### config.mk
export PLATFORM = sky130hd
export DESIGN_NAME = alu_core
export DESIGN_NICKNAME = d
export VERILOG_FILES = /design/src/rtl/alu_pkg.sv /design/src/rtl/alu_comb.sv /design/src/rtl/alu_core.sv
export SDC_FILE = /design/constraint.sdc
export NUM_CORES = 1
export LEC_CHECK = 0
export CAP_MARGIN = 25
export CORE_MARGIN = 3
export CORE_UTILIZATION = 30
export CTS_CLUSTER_DIAMETER = 200
export CTS_CLUSTER_SIZE = 40
export DETAILED_ROUTE_END_ITERATION = 12
export GPL_TIMING_DRIVEN = 0
export MAX_ROUTING_LAYER = met4
export PLACE_DENSITY = 0.55
export SYNTH_ARGS = -nofsm -noshare
export SYNTH_HDL_FRONTEND = slang
export SYNTH_SLANG_ARGS = --single-unit
### constraint.sdc
create_clock -name clk -period 0.8 [get_ports clk]
set_input_delay 0.24 -clock clk [delete_from_list [all_inputs] [get_ports clk]]
set_output_delay 0.24 -clock clk [all_outputs]
set_load 0.005 [all_outputs]
### src/rtl/alu_pkg.sv
// Shared definitions for the registered ALU: opcode encodings used by the
// combinational datapath and by anything that drives the opcode port.
package alu_pkg;

    typedef enum logic [2:0] {
        OP_AND  = 3'b000,
        OP_XOR  = 3'b001,
        OP_ADD  = 3'b010,
        OP_MUL  = 3'b011,
        OP_SUB  = 3'b100,
        OP_DIV  = 3'b101,
        OP_RSV6 = 3'b110,
        OP_RSV7 = 3'b111
    } alu_op_e;

    localparam int ALU_OPCODE_W = 3;

endpackage : alu_pkg

### src/rtl/alu_comb.sv
// Combinational next-value logic for the ALU: result, odd parity over
// arithmetic results, and the invalid-operation flag.
module alu_comb
    import alu_pkg::*;
#(
    parameter int width = 4
) (
    input  logic                    full_adder,
    input  logic [width:0]          A,
    input  logic [width:0]          B,
    input  logic                    Cin,
    input  logic                    red_A,
    input  logic                    red_B,
    input  logic                    bypass_A,
    input  logic                    bypass_B,
    input  logic [ALU_OPCODE_W-1:0] opcode,
    output logic [2*width:0]        out_d,
    output logic                    odd_parity_d,
    output logic                    invalid_d
);

    localparam int RW = 2 * width + 1;

    logic [RW-1:0] a_ext;
    logic [RW-1:0] b_ext;
    logic [RW-1:0] sum_ext;
    logic [RW-1:0] prod_trunc;
    logic [RW-1:0] diff_ext;
    logic [RW-1:0] div_ext;
    logic [width:0] diff;
    logic [width:0] divisor;
    logic [width:0] quot;
    logic           a_zero;
    logic           b_zero;
    logic           red_any;

    // Every arithmetic candidate is computed in parallel; the decode below only selects.
    always_comb begin
        a_ext      = {{width{1'b0}}, A};
        b_ext      = {{width{1'b0}}, B};
        a_zero     = (A == '0);
        b_zero     = (B == '0);
        red_any    = red_A | red_B;
        sum_ext    = a_ext + b_ext + {{(RW-1){1'b0}}, full_adder & Cin};
        prod_trunc = a_ext * b_ext;
        diff       = (A > B) ? (A - B) : (B - A);
        diff_ext   = {{width{1'b0}}, diff};
        // Divisor forced to 1 when B is zero so the divider never sees zero.
        divisor    = b_zero ? {{width{1'b0}}, 1'b1} : B;
        quot       = A / divisor;
        if (a_zero) begin
            div_ext = b_ext;
        end else if (b_zero) begin
            div_ext = a_ext;
        end else begin
            div_ext = {{width{1'b0}}, quot};
        end
    end

    logic [RW-1:0] arith_res;
    logic          is_arith;

    always_comb begin
        out_d        = '0;
        odd_parity_d = 1'b0;
        invalid_d    = 1'b0;
        arith_res    = '0;
        is_arith     = 1'b0;
        if (bypass_A) begin
            out_d = a_ext;
        end else if (bypass_B) begin
            out_d = b_ext;
        end else begin
            case (opcode)
                OP_AND: begin
                    if (red_A)      out_d = {{(RW-1){1'b0}}, &A};
                    else if (red_B) out_d = {{(RW-1){1'b0}}, &B};
                    else            out_d = a_ext & b_ext;
                end
                OP_XOR: begin
                    if (red_A)      out_d = {{(RW-1){1'b0}}, ^A};
                    else if (red_B) out_d = {{(RW-1){1'b0}}, ^B};
                    else            out_d = a_ext ^ b_ext;
                end
                OP_ADD: begin
                    arith_res = sum_ext;
                    is_arith  = 1'b1;
                    invalid_d = red_any;
                end
                OP_MUL: begin
                    arith_res = prod_trunc;
                    is_arith  = 1'b1;
                    invalid_d = red_any;
                end
                OP_SUB: begin
                    arith_res = diff_ext;
                    is_arith  = 1'b1;
                    invalid_d = red_any;
                end
                OP_DIV: begin
                    arith_res = div_ext;
                    is_arith  = 1'b1;
                    invalid_d = red_any | a_zero | b_zero;
                end
                default: begin
                    invalid_d = 1'b1;
                end
            endcase
        end
        if (is_arith) begin
            out_d        = arith_res;
            odd_parity_d = ~^arith_res;
        end
    end

endmodule : alu_comb

### src/rtl/alu_core.sv
// Registered ALU top: all operation logic lives in alu_comb; this level
// holds the single output register stage with asynchronous clear.
module alu_core
    import alu_pkg::*;
#(
    parameter int width = 4
) (
    input  logic                    clk,
    input  logic                    rst_n,
    input  logic                    full_adder,
    input  logic [width:0]          A,
    input  logic [width:0]          B,
    input  logic                    Cin,
    input  logic                    red_A,
    input  logic                    red_B,
    input  logic                    bypass_A,
    input  logic                    bypass_B,
    input  logic [ALU_OPCODE_W-1:0] opcode,
    output logic [2*width:0]        out,
    output logic                    odd_parity,
    output logic                    invalid
);

    logic [2*width:0] out_d;
    logic [2*width:0] out_q;
    logic             odd_parity_d;
    logic             odd_parity_q;
    logic             invalid_d;
    logic             invalid_q;

    alu_comb #(
        .width(width)
    ) u_comb (
        .full_adder   (full_adder),
        .A            (A),
        .B            (B),
        .Cin          (Cin),
        .red_A        (red_A),
        .red_B        (red_B),
        .bypass_A     (bypass_A),
        .bypass_B     (bypass_B),
        .opcode       (opcode),
        .out_d        (out_d),
        .odd_parity_d (odd_parity_d),
        .invalid_d    (invalid_d)
    );

    always_ff @(posedge clk or negedge rst_n) begin
        if (!rst_n) begin
            out_q        <= '0;
            odd_parity_q <= 1'b0;
            invalid_q    <= 1'b0;
        end else begin
            out_q        <= out_d;
            odd_parity_q <= odd_parity_d;
            invalid_q    <= invalid_d;
        end
    end

    assign out        = out_q;
    assign odd_parity = odd_parity_q;
    assign invalid    = invalid_q;

endmodule : alu_core

==> flow_summary.json, run 1 <==
{
  "status": "complete, but fails checks",
  "violations": "negative setup slack",
  "gr-total-overflow": 0,
  "cp_slowest_cell": "mux2_4",
  "row_count": 36,
  "timing.setup.tns_ns": -32.20,
  "path_clk_slew_ns": 0.04,
  "cp-start-kind": "primary input",
  "synth_top_area_cell": "ha_1",
  "internal_power_uw": 2770,
  "h-tree-depth": 1,
  "cts-buffers-inserted": 3,
  "critPathTopFamily": "compound AO/OA/AOI/OAI gates",
  "hold_viol_final": 0,
  "rsz0062_at_grt": "yes",
  "die_h_um": 107,
  "tightest_slew_ns": 0.981,
  "synthTopCellsByCount": "57 x ha_1, 43 x nor2_1, 39 x a21oi_1",
  "drt_pass1_iterations": 4,
  "synth_edf_count": 0,
  "design_area_mm2": 0.00449,
  "cts.sinks": 11,
  "via_count": 3061,
  "seq_power_share_pct": 12.8,
  "ys_dominant_reg_cell": "dfrtp_1",
  "io_pins": 32,
  "cts_tree": "done",
  "synth_fp_nets": 474,
  "syn_inst": 385,
  "critPathRequiredTime_ns": 0.91,
  "finalCritPeriodShare_pct": 724,
  "layout-drive-gt1-share_pct": 33.5,
  "placed_cell_area_mm2": 0.00377,
  "dieArea_mm2": 0.0114,
  "p_leak_uw": 0.00202,
  "io_buffers": 30,
  "syn2layout_area_growth_pct": 47.5,
  "nets": 559,
  "synth_seq_cells": 11,
  "switching_share_pct": 41.3,
  "num_antenna_cells": 0,
  "worstPathMaxFanout": 4,
  "ir_drop_uv": 544,
  "p_clk_share_pct": 10.9,
  "wl_mm": 9.98,
  "synthTopCellsByArea": "ha_1 23%, dfrtp_1 9.0%, fa_1 7.2%, a21oi_1 6.4%, nor2_1 5.3%",
  "p_switching_uw": 1950,
  "fin_util_pct": 45.7,
  "place_congestion": 0.970,
  "min_path_type": "in -> async",
  "slew_headroom_pct": 34.1,
  "postSynth.asyncResetShare_pct": 100,
  "crit_type": "in -> reg",
  "drc": 0,
  "drt-vias-per-instance": 5.08,
  "clockRootBuffer": "clkbuf_8",
  "wire_per_inst_um": 16.6,
  "fmax_ghz": 0.173,
  "yosys_warnings": 0,
  "period_minus_slack_ns": 5.79,
  "dpl_worst_slack_ns": -6.64,
  "finalWorstSetupSlack_ns": -4.99,
  "finalMaxSlewViolations": 0,
  "maxCapViolations": 0,
  "arrival_ns": 5.90,
  "start_util_pct": 31.0,
  "ant_nets": 0,
  "grt_first_pass_wirelength_mm": 16.0,
  "grt_antenna_before_repair": 0,
  "yosysSeqAreaShare_pct": 9.05,
  "pwr-share-comb_pct": 76.3,
  "avgSynthCellArea_um2": 7.90,
  "clock_path_buffers": 2,
  "core_area_mm2": 0.00982,
  "crit_buf_inv": 3,
  "critPathCaptureType": "register",
  "yosysTopAreaCellShare_pct": 23.4,
  "synth_area_mm2": 0.00304,
  "yosys.cell_count.top_type": "ha_1",
  "synth_cell_types": 56,
  "fill_cells": 1033,
  "hpwl_mm": 7.49,
  "p_per_area_mw_per_mm2": 1050,
  "crit_path_max_incr_delay_ns": 0.32,
  "die_x_um": 107,
  "grt_max_degree": 13,
  "grt_use_total_pct": 17.8,
  "drt_iter0_markers": 159,
  "grt_pass1_vias": 3057,
  "setup_viol": 22
}
## power groups by stage
stage                     Combinational (uW)  Sequential [uW]  Clock, uW
after global routing                    3960              609        565
after detailed placement                2880              614          0
after CTS                               3280              604        527
after floorplan                         2090              622          0
final                                   3600              604        513
after global placement                  2870              614          0
## per-layer routing
layer  up-vias  global-route usage [%]  routed length [um]
li1       1518                       -                   -
met1      1457                    23.2                4570
met2        63                    30.1                4820
met3        23                    1.44                 345
met4         0                    4.11                 246
met5         -                       -                   0
## sequential cells by signal, summed over array words and instances (netlist names)
name and cells:
out 9, odd_parity 1, invalid 1
## placed cells by master (no fill, tap or decap), types with 3 or more instances in the layout
cell             synthesis  layout
a211oi_2                 1       4
a21o_1                   7       7
a21oi_1                 39      34
a21oi_2                  0       4
a221oi_1                 4       4
and2_1                   4       3
buf_12                   0       3
buf_2                    0      12
buf_4                    1      42
buf_6                    2      11
buf_8                    0       4
clkbuf_1                 9       4
clkbuf_16                0       4
clkbuf_8                 0       5
clkdlybuf4s50_1          0       4
dfrtp_1                 11      11
dlygate4sd2_1            0       6
fa_1                    11      11
ha_1                    57      43
ha_4                     0      14
inv_1                   36      24
inv_2                    0       5
mux2_2                   6       5
mux2i_1                  6       6
nand2_1                 27      21
nand2_2                  0       3
nand2b_1                 5       4
nand3_1                 10      10
nor2_1                  43      37
nor2_4                   0       4
nor2b_1                  9       5
nor3_1                   9       7
o21a_1                   4       4
o21ai_0                  7       4
o21ai_1                  4       5
o31a_1                   4       4
o31ai_1                  4       3
xnor2_1                 14      14
xor2_1                  11      11
## stage by stage
stage / total power (uW) / cells / hold WS, ns
global placement: 3480 / 548 / 0.581
CTS: 4410 / 586 / 0.335
finish: 4720 / 602 / 0.324
global route: 5130 / 602 / 0.352
detailed placement: 3490 / 548 / 0.577
floorplan: 2710 / 385 / -0.0556
## final timing paths
check	startpoint	cells after the start	endpoint	slack, ns
hold / removal	rst_n	1	out[5]	0.32
min in group clk	A[0]	3	out[0]	0.49
setup / recovery	B[3]	33	odd_parity	-4.99
max in group asynchronous	rst_n	1	invalid	0.17
## area by class of cell
class	count	area (um2)	share of cell area, %
tap	133	166	3.71
clock buffer	4	45.0	1.00
timing repair buffer	80	689	15.4
buffer	14	181	4.04
inverter	37	185	4.12
sequential	11	275	6.13
multi-input combinational	323	2950	65.6
## logic make-up after synthesis
| group | after synthesis | share of synthesized area (%) |
|---|---|---|
| multiplexers | 14 | 5.67 |
| buffers and inverters | 51 | 7.07 |
| adder cells (fa/ha/maj) | 68 | 30.7 |
| AO/OA/AOI/OAI | 95 | 20.5 |
| AND/OR/NAND/NOR | 119 | 18.3 |
| XOR/XNOR | 27 | 8.72 |
| flip-flops | 11 | 9.05 |
## repair_timing
item / CTS / global route
endpoints found under the setup margin: 22 / 22
pin swaps: 34 / 32
resized for setup: 158 / 24
hold buffers: 0 / 0
endpoints found under the hold margin: 0 / 0
buffers inserted: 34 / 18
No activity file was read; power rests on OpenSTA's default activity.
==> run 2: changes to the inputs <==
--- a/config.mk
+++ b/config.mk
@@ -13,7 +13,6 @@
 export DETAILED_ROUTE_END_ITERATION = 12
 export GPL_TIMING_DRIVEN = 0
 export MAX_ROUTING_LAYER = met4
-export PLACE_DENSITY = 0.55
 export SYNTH_ARGS = -nofsm -noshare
 export SYNTH_HDL_FRONTEND = slang
 export SYNTH_SLANG_ARGS = --single-unit
==> run 2 against run 1 <==
Net effect: the flow still finishes with violations (negative setup slack); global-route usage down 0.23 points; maximum frequency up 0.37%; routed wire length down 1.1%; worst setup slack better by 0.021 ns; flip-flop and latch count unchanged; cell area down 2.0%; core utilization down 0.92 points; combinational power down 4%; final cell count down 0.17%; non-clock buffer count down 1.
==> flow_summary.json, run 2 (same netlist as run 1, synthesis figures left out) <==
{
  "critPathCaptureType": "register",
  "crit_buf_inv": 3,
  "final_cell_mix": "48 x buf_4, 47 x ha_1, 37 x nor2_1",
  "cts.sinks": 11,
  "nets": 558,
  "final_common_cell": "buf_4",
  "crit_path_max_incr_delay_ns": 0.32,
  "cp-start-kind": "primary input",
  "cts_tree": "done",
  "gr-total-overflow": 0,
  "fmax_ghz": 0.173,
  "slew_headroom_pct": 37.0,
  "wl_mm": 9.87,
  "die_h_um": 107,
  "grt_max_degree": 13,
  "ant_nets": 0,
  "violations": "negative setup slack",
  "layout-drive-gt1-share_pct": 32.9,
  "crit_type": "in -> reg",
  "hpwl_mm": 7.27,
  "via_count": 3093,
  "drt_iter0_markers": 217,
  "p_per_area_mw_per_mm2": 1050,
  "wire_per_inst_um": 16.4,
  "clockRootBuffer": "clkbuf_8",
  "arrival_ns": 5.88,
  "finalMaxSlewViolations": 0,
  "largest_reg_flops": 9,
  "critPathTopFamily": "compound AO/OA/AOI/OAI gates",
  "grt_pass1_vias": 3096,
  "h-tree-depth": 1,
  "io_pins": 32,
  "rsz0062_at_grt": "yes",
  "holdWs_ns": 0.320,
  "cts-buffers-inserted": 3,
  "worstPathMaxFanout": 5,
  "dpl_worst_slack_ns": -6.56,
  "postCtsHoldBufs": 0,
  "syn2layout_area_growth_pct": 44.6,
  "place_inst": 548,
  "clock_path_buffers": 2,
  "period_minus_slack_ns": 5.77,
  "grt_first_pass_wirelength_mm": 15.5,
  "tightest_slew_ns": 0.938,
  "finalCritPeriodShare_pct": 721,
  "fin_util_pct": 44.8,
  "num_antenna_cells": 0,
  "finalWorstSetupSlack_ns": -4.97,
  "maxCapViolations": 0,
  "p_leak_uw": 0.00201,
  "cp_slowest_cell": "mux2_4",
  "grt_antenna_before_repair": 0,
  "setup_viol": 22,
  "drt_pass1_iterations": 4,
  "hold_viol_final": 0,
  "io_buffers": 30,
  "grt_use_total_pct": 17.5,
  "status": "complete, but fails checks",
  "core_area_mm2": 0.00982,
  "critPathRequiredTime_ns": 0.91,
  "instances_no_fill": 601,
  "ir_drop_uv": 539,
  "drt-vias-per-instance": 5.15,
  "start_util_pct": 31.0,
  "min_path_type": "in -> async",
  "place_congestion": 0.964,
  "path_clk_slew_ns": 0.04,
  "row_count": 36,
  "die_x_um": 107,
  "fill_cells": 1001,
  "dieArea_mm2": 0.0114,
  "drc": 0
}
-- run 2: cell count changes in the layout (fill, tap and decap cells not counted), sizes merged --
cell / before / now
clkbuf: 14 / 15
inv: 32 / 33
clkinv: 3 / 2
dlygate4sd2: 6 / 4
clkdlybuf4s50: 4 / 6
buf: 73 / 71
-- run 2: worst paths after layout --
path,from,to,slack [ns],cells after the start
max,B[3],odd_parity,-4.97,33
min,rst_n,out[5],0.32,1
max in group asynchronous,rst_n,invalid,0.18,1
min in group clk,A[0],out[0],0.47,3
-- run 2: what timing repair did --
item | 4_1_cts | 5_1_grt
setup buffers | 32 | 20
pin swaps | 27 | 26
resized for setup | 143 | 26
endpoints found under the setup margin | 22 | 22
hold endpoints to repair | 0 | 0
-- run 2: per-stage QoR --
stage / power [uW] / cell area [um2] / TNS [ns]
after floorplan: 2710 / 3310 / -27.77
after global placement: 3440 / 3770 / -47.71
after detailed placement: 3470 / 3770 / -47.92
after CTS: 4290 / 4160 / -31.04
after global routing: 5010 / 4400 / -34.23
final: 4600 / 4400 / -32.34
-- run 2: where the power goes --
group	leakage, uW	switching [uW]	internal, uW	total, uW
registers	0.000143	8.19	598	606
clock network	0.0000228	176	347	523
logic	0.00184	1740	1740	3470
-- run 2: routing by layer --
layer | vias to the layer above | part of all wire, % | track usage, % | wire (um)
met3 | 24 | 5.1 | 1.93 | 503
met5 | - | 0 | - | 0
met2 | 78 | 48 | 28.2 | 4760
li1 | 1519 | - | - | -
met1 | 1472 | 44 | 22.4 | 4330
met4 | 0 | 2.8 | 7.49 | 275
-- run 2: final cells by class --
class / instances / area [um2] / area share, %
Tap cell: 133 / 166 / 3.78
Buffer: 14 / 170 / 3.87
Multi-Input combinational cell: 323 / 2910 / 66.1
Sequential cell: 11 / 275 / 6.26
Clock buffer: 4 / 45.0 / 1.02
Inverter: 37 / 184 / 4.18
Timing Repair Buffer: 79 / 651 / 14.8
